==> src/rtl/ex_muldiv_seq.sv <==
// ex_muldiv_seq: iterative RV32M multiply/divide sequencer for the execute stage.
// Runs a 32-step shift-add multiply or a restoring divide and stalls the front
// end until the result is ready for the EX/MEM register.
// Optional feature: define MULDIV_EARLY_OUT_EN to let a multiply leave CALC as
// soon as the remaining multiplier bits are all zero.
module ex_muldiv_seq (
    input  logic        clk,
    input  logic        rst,
    input  logic        req,
    input  logic [2:0]  funct3,
    input  logic [31:0] a,
    input  logic [31:0] b,
    input  logic        hold,
    input  logic        kill,
    output logic        stall,
    output logic        busy,
    output logic        done,
    output logic [31:0] result
);

    typedef enum logic [1:0] {IDLE, CALC, DONE} state_t;

    state_t      state_q, state_d;
    logic [2:0]  op_q, op_d;
    logic        signA_q, signA_d;
    logic        signB_q, signB_d;
    logic [5:0]  cnt_q, cnt_d;
    // Multiply: product accumulator. Divide: partial remainder in [32:0].
    logic [63:0] acc_q, acc_d;
    // Multiply: shifting multiplicand. Divide: divisor in [31:0].
    logic [63:0] mcand_q, mcand_d;
    // Multiply: shifting multiplier. Divide: dividend shifting into quotient.
    logic [31:0] mplier_q, mplier_d;
    logic [31:0] result_q, result_d;
    logic        busy_q, done_q;

    logic        takeSignA, takeSignB, negA, negB;
    logic [31:0] magA, magB;
    logic        divZero, divOverflow;
    logic [63:0] accStep, prodFinal;
    logic [32:0] remShift, remStep;
    logic [33:0] remDiff;
    logic        remOk;
    logic [31:0] quotStep, quotFinal, remFinal;
    logic        lastStep;

    // Operand decode in IDLE plus one multiply step and one divide step per cycle.
    always_comb begin
        takeSignA   = (funct3 == 3'b001) || (funct3 == 3'b010) || (funct3[2] && !funct3[0]);
        takeSignB   = (funct3 == 3'b001) || (funct3[2] && !funct3[0]);
        negA        = takeSignA && a[31];
        negB        = takeSignB && b[31];
        magA        = negA ? (32'd0 - a) : a;
        magB        = negB ? (32'd0 - b) : b;
        divZero     = funct3[2] && (b == 32'd0);
        divOverflow = funct3[2] && !funct3[0] && (a == 32'h8000_0000) && (b == 32'hFFFF_FFFF);

        accStep   = acc_q + (mplier_q[0] ? mcand_q : 64'd0);
        prodFinal = (signA_q ^ signB_q) ? (64'd0 - accStep) : accStep;

        remShift  = {acc_q[31:0], mplier_q[31]};
        remDiff   = {1'b0, remShift} - {2'b00, mcand_q[31:0]};
        remOk     = !remDiff[33];
        remStep   = remOk ? remDiff[32:0] : remShift;
        quotStep  = {mplier_q[30:0], remOk};
        quotFinal = (signA_q ^ signB_q) ? (32'd0 - quotStep) : quotStep;
        remFinal  = signA_q ? (32'd0 - remStep[31:0]) : remStep[31:0];

`ifdef MULDIV_EARLY_OUT_EN
        lastStep = (cnt_q == 6'd31) || (!op_q[2] && (mplier_q[31:1] == 31'd0));
`else
        lastStep = (cnt_q == 6'd31);
`endif
    end

    // Next-state and datapath update; kill overrides everything and leaves result alone.
    always_comb begin
        state_d  = state_q;
        op_d     = op_q;
        signA_d  = signA_q;
        signB_d  = signB_q;
        cnt_d    = cnt_q;
        acc_d    = acc_q;
        mcand_d  = mcand_q;
        mplier_d = mplier_q;
        result_d = result_q;

        if (kill) begin
            state_d = IDLE;
        end else begin
            case (state_q)
                IDLE: begin
                    if (req) begin
                        if (divZero) begin
                            result_d = funct3[1] ? a : 32'hFFFF_FFFF;
                            state_d  = DONE;
                        end else if (divOverflow) begin
                            result_d = funct3[1] ? 32'd0 : 32'h8000_0000;
                            state_d  = DONE;
                        end else begin
                            op_d    = funct3;
                            signA_d = negA;
                            signB_d = negB;
                            cnt_d   = 6'd0;
                            acc_d   = 64'd0;
                            if (funct3[2]) begin
                                mplier_d = magA;
                                mcand_d  = {32'd0, magB};
                            end else begin
                                mplier_d = magB;
                                mcand_d  = {32'd0, magA};
                            end
                            state_d = CALC;
                        end
                    end
                end
                CALC: begin
                    cnt_d = cnt_q + 6'd1;
                    if (op_q[2]) begin
                        acc_d    = {31'd0, remStep};
                        mplier_d = quotStep;
                    end else begin
                        acc_d    = accStep;
                        mcand_d  = mcand_q << 1;
                        mplier_d = mplier_q >> 1;
                    end
                    if (lastStep) begin
                        case (op_q)
                            3'b000:                 result_d = prodFinal[31:0];
                            3'b001, 3'b010, 3'b011: result_d = prodFinal[63:32];
                            3'b100, 3'b101:         result_d = quotFinal;
                            default:                result_d = remFinal;
                        endcase
                        state_d = DONE;
                    end
                end
                DONE: begin
                    if (!hold) begin
                        state_d = IDLE;
                    end
                end
                default: state_d = IDLE;
            endcase
        end
    end

    // State, datapath and registered status flags with asynchronous reset.
    always_ff @(posedge clk or negedge rst) begin
        if (!rst) begin
            state_q  <= IDLE;
            op_q     <= 3'd0;
            signA_q  <= 1'b0;
            signB_q  <= 1'b0;
            cnt_q    <= 6'd0;
            acc_q    <= 64'd0;
            mcand_q  <= 64'd0;
            mplier_q <= 32'd0;
            result_q <= 32'd0;
            busy_q   <= 1'b0;
            done_q   <= 1'b0;
        end else begin
            state_q  <= state_d;
            op_q     <= op_d;
            signA_q  <= signA_d;
            signB_q  <= signB_d;
            cnt_q    <= cnt_d;
            acc_q    <= acc_d;
            mcand_q  <= mcand_d;
            mplier_q <= mplier_d;
            result_q <= result_d;
            busy_q   <= (state_d == CALC);
            done_q   <= (state_d == DONE);
        end
    end

    assign stall  = rst && req && (state_q != DONE) && !kill;
    assign busy   = busy_q;
    assign done   = done_q;
    assign result = result_q;

endmodule
==> config.mk <==
export PLATFORM = sky130hd
export DESIGN_NAME = ex_muldiv_seq
export DESIGN_NICKNAME = d
export VERILOG_FILES = /design/src/rtl/ex_muldiv_seq.sv
export SDC_FILE = /design/constraint.sdc
export NUM_CORES = 1
export LEC_CHECK = 0
export CAP_MARGIN = 15
export CORE_ASPECT_RATIO = 2
export CORE_MARGIN = 5
export CORE_UTILIZATION = 49
export CTS_BUF_LIST = sky130_fd_sc_hd__clkbuf_16
export DETAILED_ROUTE_END_ITERATION = 12
export GPL_TIMING_DRIVEN = 0
export PLACE_DENSITY_LB_ADDON = 0.12
export SYNTH_ARGS = -nofsm -noshare
export SYNTH_HDL_FRONTEND = slang
export SYNTH_SLANG_ARGS = --single-unit
==> constraint.sdc <==
create_clock -name clk -period 11.6 [get_ports clk]
set_clock_uncertainty 0.1 [all_clocks]
set_input_delay 1.74 -clock clk [delete_from_list [all_inputs] [get_ports clk]]
set_output_delay 1.74 -clock clk [all_outputs]
set_load 0.01 [all_outputs]
---- Yosys cells after proc, flatten, opt, wreduce, memory -nomap -nowiden ----
Index checks and enable logic that the tools add are counted.
word-level totals
  flip-flop bits (word level) ............. 207
  RAM bits ................................ 0
  bits in latches ......................... 0
  memories kept ........................... 0
  bits in read-only memories .............. 0
cells by class
  $add $sub $neg .......................... 8
  equal/unequal tests ..................... 21
  magnitude comparators ................... 0
  multiplexer cells ....................... 43
  div/mod/pow operators ................... 0
  bitwise operators ....................... 4
  shift operators ......................... 0
  reduce and logical (&&, ||, !) cells .... 25
  $mul .................................... 0
operators with widths
  cell                     number
  $mux W64                 10
  $mux W32                 16
  $pmux W64 S2             2
  $pmux W32 S2             2
  $sub A1 B32 Y32 const A  4
  $pmux W32 S3             1
  $add A64 B64 Y64         1
  $eq A32 B32 Y1 const B   2
  $sub A1 B64 Y64 const A  1
  $sub A33 B32 Y34         1
  $mux W33                 1
  $logic_not A32 Y1        1
  $mux W6                  3
  $reduce_and A5 Y1        3
  $mux W2                  6
  $ne A2 B2 Y1 const B     6
  $pmux W6 S2              1
  $eq A3 B2 Y1 const B     3
  $logic_and A1 B1 Y1      9
  $add A6 B1 Y6 const B    1
  $eq A3 B1 Y1 const B     2
  $eq A3 B3 Y1 const B     2
  $eq A6 B5 Y1 const B     1
  $pmux W2 S3              1
  13 further kinds         21

---- Logic depth before layout (Yosys ltp) ----
  word-level depth ........................ 10
  mapped depth ............................ 26
  depth with buffers taken out ............ 22

---- Least setup slack after synthesis ----
No wires, ideal clock.
  kind .................................... register to register
  start ................................... reg acc_q[5]
  end ..................................... reg result_q[30], in the netlist result[30]
  cell stages (with the launch flop) ...... 24
  setup slack ............................. 5,342 ps
  setup time .............................. 125 ps
  required time ........................... 11,375 ps
  data arrival time ....................... 6,034 ps
  clock period less this slack ............ 6,258 ps
  path through ............................ dfrtp_1 > ha_1 > a21oi_1 > o211ai_1 > o311ai_0 > o21a_1 > clkbuf_1 > o21a_1 > o21ai_1 > clkbuf_1 > buf_1 > clkbuf_1 > nand2_1 > o21ai_0 > ha_1 > or4bb_1 > or4_1 > nor4_1 > o221ai_1 > or2_2 > o31ai_1 > xnor2_1 > a21oi_1 > a2bb2oi_1
between the ends
  word-level cells in the longest chain between the ends .. 7
  elaborated cells between the ends (all ways) .. 13
  classes of those cells .................. add/sub: 5; mux: 7; reduce/logical: 1
ends and longest elaborated chain
  what                                                      RTL line  source
  start, declared                                           29        logic [63:0] acc_q, acc_d;
  start signal, assigned                                    155       acc_q <= 64'd0;
  start signal, assigned                                    167       acc_q <= acc_d;
  branches (longest 4 deep; another with $add A64 B64 Y64)  n/a
  $pmux W32 S3 (*)                                          128       case (op_q)
  $mux W32 (*)                                              127       if (lastStep) begin
  $pmux W32 S2 (*)                                          91        case (state_q)
  end signal, assigned                                      170       result_q <= result_d;
  end, declared                                             34        logic [31:0] result_q, result_d;
Mark *: on every way between the ends. The select of a mux whose other input is x is not followed.
A chain may end at the register's enable or synchronous reset.

---- Worst setup path in the final report ----
  start ................................... reg mplier_q[0]
  end ..................................... reg result_q[23], in the netlist result[23]
between the ends
  word-level cells in the longest chain between the ends .. 7
  elaborated cells between the ends (all ways) .. 9
  classes of those cells .................. add/sub: 3; mux: 6
ends and longest elaborated chain
  what                    RTL line  source
  start, declared         33        logic [31:0] mplier_q, mplier_d;
  start signal, assigned  169       mplier_q <= mplier_d;
  $mux W64                58        accStep = acc_q + (mplier_q[0] ? mcand_q : 64'd0);
  $add A64 B64 Y64        58
  $sub A1 B64 Y64         59        prodFinal = (signA_q ^ signB_q) ? (64'd0 - accStep) : accStep;
  $mux W64                59
  $pmux W32 S3 (*)        128
  $mux W32 (*)            127
  $pmux W32 S2 (*)        91
Mark *: on every way between the ends. The rest lies on a longest branch, timed or not. The select of a mux whose other input is x is not followed.

==> flow_summary.json <==
{
  "outcome": "completed",
  "synthTopCellsByArea": "dfrtp_1, a21oi_1, nand2_1",
  "clk-insertion-delay-late_ns": 0.59,
  "wirelength_mm": 117,
  "power.density_mw_per_mm2": 202,
  "worst_pin_slew_ns": 1.35,
  "cts_tree": "built",
  "cpMaxStageDelayCell": "o31ai_1",
  "coreArea_mm2": 0.0460,
  "clk_pin_slew_worst_paths_ns": 0.07,
  "max_stage_delay_ns": 0.94,
  "worst_ep_required_time_ns": 11.95,
  "r2r_cells": 21,
  "crit_chain": "clkbuf_1 > clkinv_1 > clkbuf_1 > nor2_1 > ha_1 > buf_2 > a21o_1 > a31oi_1 > o22ai_1 > o31ai_1 > o2111ai_1 > nand2_1 > o21ai_0 > xor2_1 > or4_1 > clkbuf_1 > or4_4 > buf_6 > nor3b_1 > a2111oi_2 > o21ai_1",
  "grt_usage": 0.444,
  "clock_power_share": 0.152,
  "end_kind": "flip-flop",
  "start_util": 0.496,
  "num-fill-cells": 4500,
  "cts_root_buf": "clkbuf_16",
  "reg2reg_to": "result[23]",
  "post_cts_buffers": 0,
  "cap_viol_max_count": 0,
  "clock-sinks": 207,
  "final_area_mm2": 0.0255,
  "post-route-drc-count": 0,
  "synth_seq_cells": 207,
  "synth_ff_type": "dfrtp_1",
  "power.internal_mw": 2.24,
  "clock_path_buffers": 3,
  "gp_congestion": 1.15,
  "drive_gt1_frac": 0.0373,
  "ios": 107,
  "synth_edf_count": 0,
  "grt_start_max_net_pins": 119,
  "seq_area_mm2": 0.00518,
  "min_period_ns": 9.28,
  "p_seq_frac": 0.189,
  "swShare": 0.565,
  "fin_crit_sh": 0.800,
  "syn_avg_cell_area_um2": 7.37,
  "dp_hpwl_mm": 95.0,
  "setup_viol": 0,
  "die_x_um": 163,
  "ant_nets": 0,
  "multi_input_area_mm2": 0.0165,
  "ys_top_cells_by_count": "nand2_1, a21oi_1, nor2_1, o21ai_0, dfrtp_1",
  "max_freq_ghz": 0.108,
  "p_sw_mw": 2.91,
  "yosysSeqAreaShare": 0.227,
  "cp.depth": 21,
  "ys_warn_count": 0,
  "grt_pass1_vias": 25562,
  "cp_max_fo": 10,
  "area_growth_pct": 11.7,
  "critPathLaunch": "mplier_q[0]",
  "cpMostUsedCell": "clkbuf_1",
  "rsz0062_at_grt": "false",
  "overflow": 0,
  "synth_top_area_frac": 0.227,
  "finalMaxSlewViolations": 0,
  "numCtsBuffers": 22,
  "ys_types": 100,
  "cts_hold_buf": 0,
  "worst_hold_slack_ns": 0.390,
  "grt_pass1_wl_mm": 168,
  "synth_top_cell_by_area": "dfrtp_1",
  "num-nets-final": 3404,
  "hold_violations": 0,
  "synth_fp_nets": 3271,
  "die_y_um": 315,
  "routed_via_density": 6.80,
  "slew_headroom": 0.0940,
  "first_pass_iters": 12,
  "drt_iter0_markers": 3065,
  "critical-path-top-delay-family": "compound AO/OA/AOI/OAI gates",
  "yosys.cell_count.top_type": "nand2_1",
  "cp_data_arrival_time_ns": 9.63,
  "num_vias": 26314,
  "path_class": "reg -> reg",
  "netlist_area_mm2": 0.0228,
  "endpoint": "result[23]",
  "syn_inst": 3095,
  "reg2reg_from": "mplier_q[0]",
  "num_rows": 111,
  "pwr-share-comb": 0.658,
  "die_area_mm2": 0.0512,
  "crit_path_start_kind": "flip-flop",
  "reg2reg_slack_ns": 2.32,
  "ir_worst_vdd_v": 0.000166,
  "antenna_found_initial": 7,
  "wl_per_cell_um": 30.3,
  "power_leakage_nw": 10.5,
  "place_area_mm2": 0.0247,
  "min-delay-path-class": "reg -> reg",
  "htreeDepth": 1,
  "post_cts_resize_count": 0,
  "critical_path_buf_inv_count": 6,
  "io_buffers": 104,
  "synth-async-reset-ratio": 1.00
}
==> worst min-delay path by stage <==
stage | startpoint | to | slack [ns] | depth (start not counted)
2_1_floorplan | mcand_q[63] | mcand_q[63] | 0.34 | 2
3_3_place_gp | acc_q[61] | acc_q[61] | 0.37 | 2
3_5_place_dp | mcand_q[33] | mcand_q[33] | 0.37 | 2
4_1_cts | mcand_q[33] | mcand_q[33] | 0.39 | 2
5_1_grt | mcand_q[33] | mcand_q[33] | 0.41 | 2
6_report | mcand_q[33] | mcand_q[33] | 0.39 | 2
==> registers in the layout, summed over array words and instances, names as in the netlist <==
name	cells
acc_q	64
mcand_q	64
mplier_q	32
result	32
cnt_q	6
op_q	3
state_q	2
busy	1
done	1
signA_q	1
signB_q	1
==> placed cells by master (no fill, tap or decap), types with 102 or more instances in the layout <==
cell type,synthesis,final
ha_1,102,102
xnor2_1,132,132
dfrtp_1,207,207
nor2_1,270,270
xor2_1,104,104
nand2_1,361,361
a21oi_1,295,295
clkdlybuf4s50_1,0,103
o21ai_0,224,223
clkbuf_1,156,156
==> metal layers <==
metal | up-vias | global-route usage | share of wire
li1 | 11615 | - | -
met1 | 12320 | 0.441 | 0.32
met2 | 1710 | 0.718 | 0.46
met3 | 665 | 0.0917 | 0.077
met4 | 4 | 0.498 | 0.15
met5 | - | 0.00988 | 0.00065
==> stage by stage <==
| step | power, mW | setup WS, ns | utilization | setup TNS [ns] | cells |
|---|---|---|---|---|---|
| after floorplan | 2.91 | 5.34 | - | 0 | 3095 |
| after global placement | 4.10 | -0.724 | 0.535 | -52.51 | 3820 |
| after detailed placement | 4.14 | 3.12 | 0.537 | 0 | 3823 |
| after CTS | 4.93 | 3.11 | 0.553 | 0 | 3863 |
| after global routing | 5.29 | 2.40 | 0.553 | 0 | 3865 |
| final | 5.15 | 2.32 | 0.554 | 0 | 3872 |
==> logic make-up (layout without fill, tap and decap cells) <==
kind of cell,Yosys count,after routing,synth area share
buffers and inverters,279,428,0.0478
flip-flops,207,207,0.227
adder cells (fa/ha/maj),104,104,0.0577
multiplexers,109,109,0.0483
AO/OA/AOI/OAI,999,999,0.283
other,0,7,0
AND/OR/NAND/NOR,1161,1161,0.245
XOR/XNOR,236,236,0.0907
==> area by class of cell <==
class                      count  area share
tap                          621      0.0305
clock buffer                  22      0.0216
timing repair buffer         109      0.0432
sequential                   207       0.203
clock inverter                18     0.00776
inverter                      81      0.0119
antenna                        7    0.000688
buffer                       198      0.0309
multi-input combinational   2609       0.650
==> worst reg2reg max path, cell delays in order (launching register included) <==
cell and delay (ns):
dfrtp_1 0.72, clkbuf_1 0.85, clkinv_1 0.64, clkbuf_1 0.44, nor2_1 0.22, ha_1 0.25
buf_2 0.19, a21o_1 0.19, a31oi_1 0.33, o22ai_1 0.22, o31ai_1 0.94, o2111ai_1 0.88
nand2_1 0.53, o21ai_0 0.16, xor2_1 0.25, or4_1 0.57, clkbuf_1 0.22, or4_4 0.58
buf_6 0.15, nor3b_1 0.14, a2111oi_2 0.45, o21ai_1 0.14
==> power by group through the flow <==
stage,sequential [mW],clock [mW],combinational (mW)
after detailed placement,0.975,0,3.17
after CTS,0.962,0.779,3.19
after floorplan,0.912,0,2.00
after global routing,0.981,0.802,3.51
final,0.974,0.784,3.39
after global placement,0.971,0,3.13
Power figures use the tool's default switching activity.
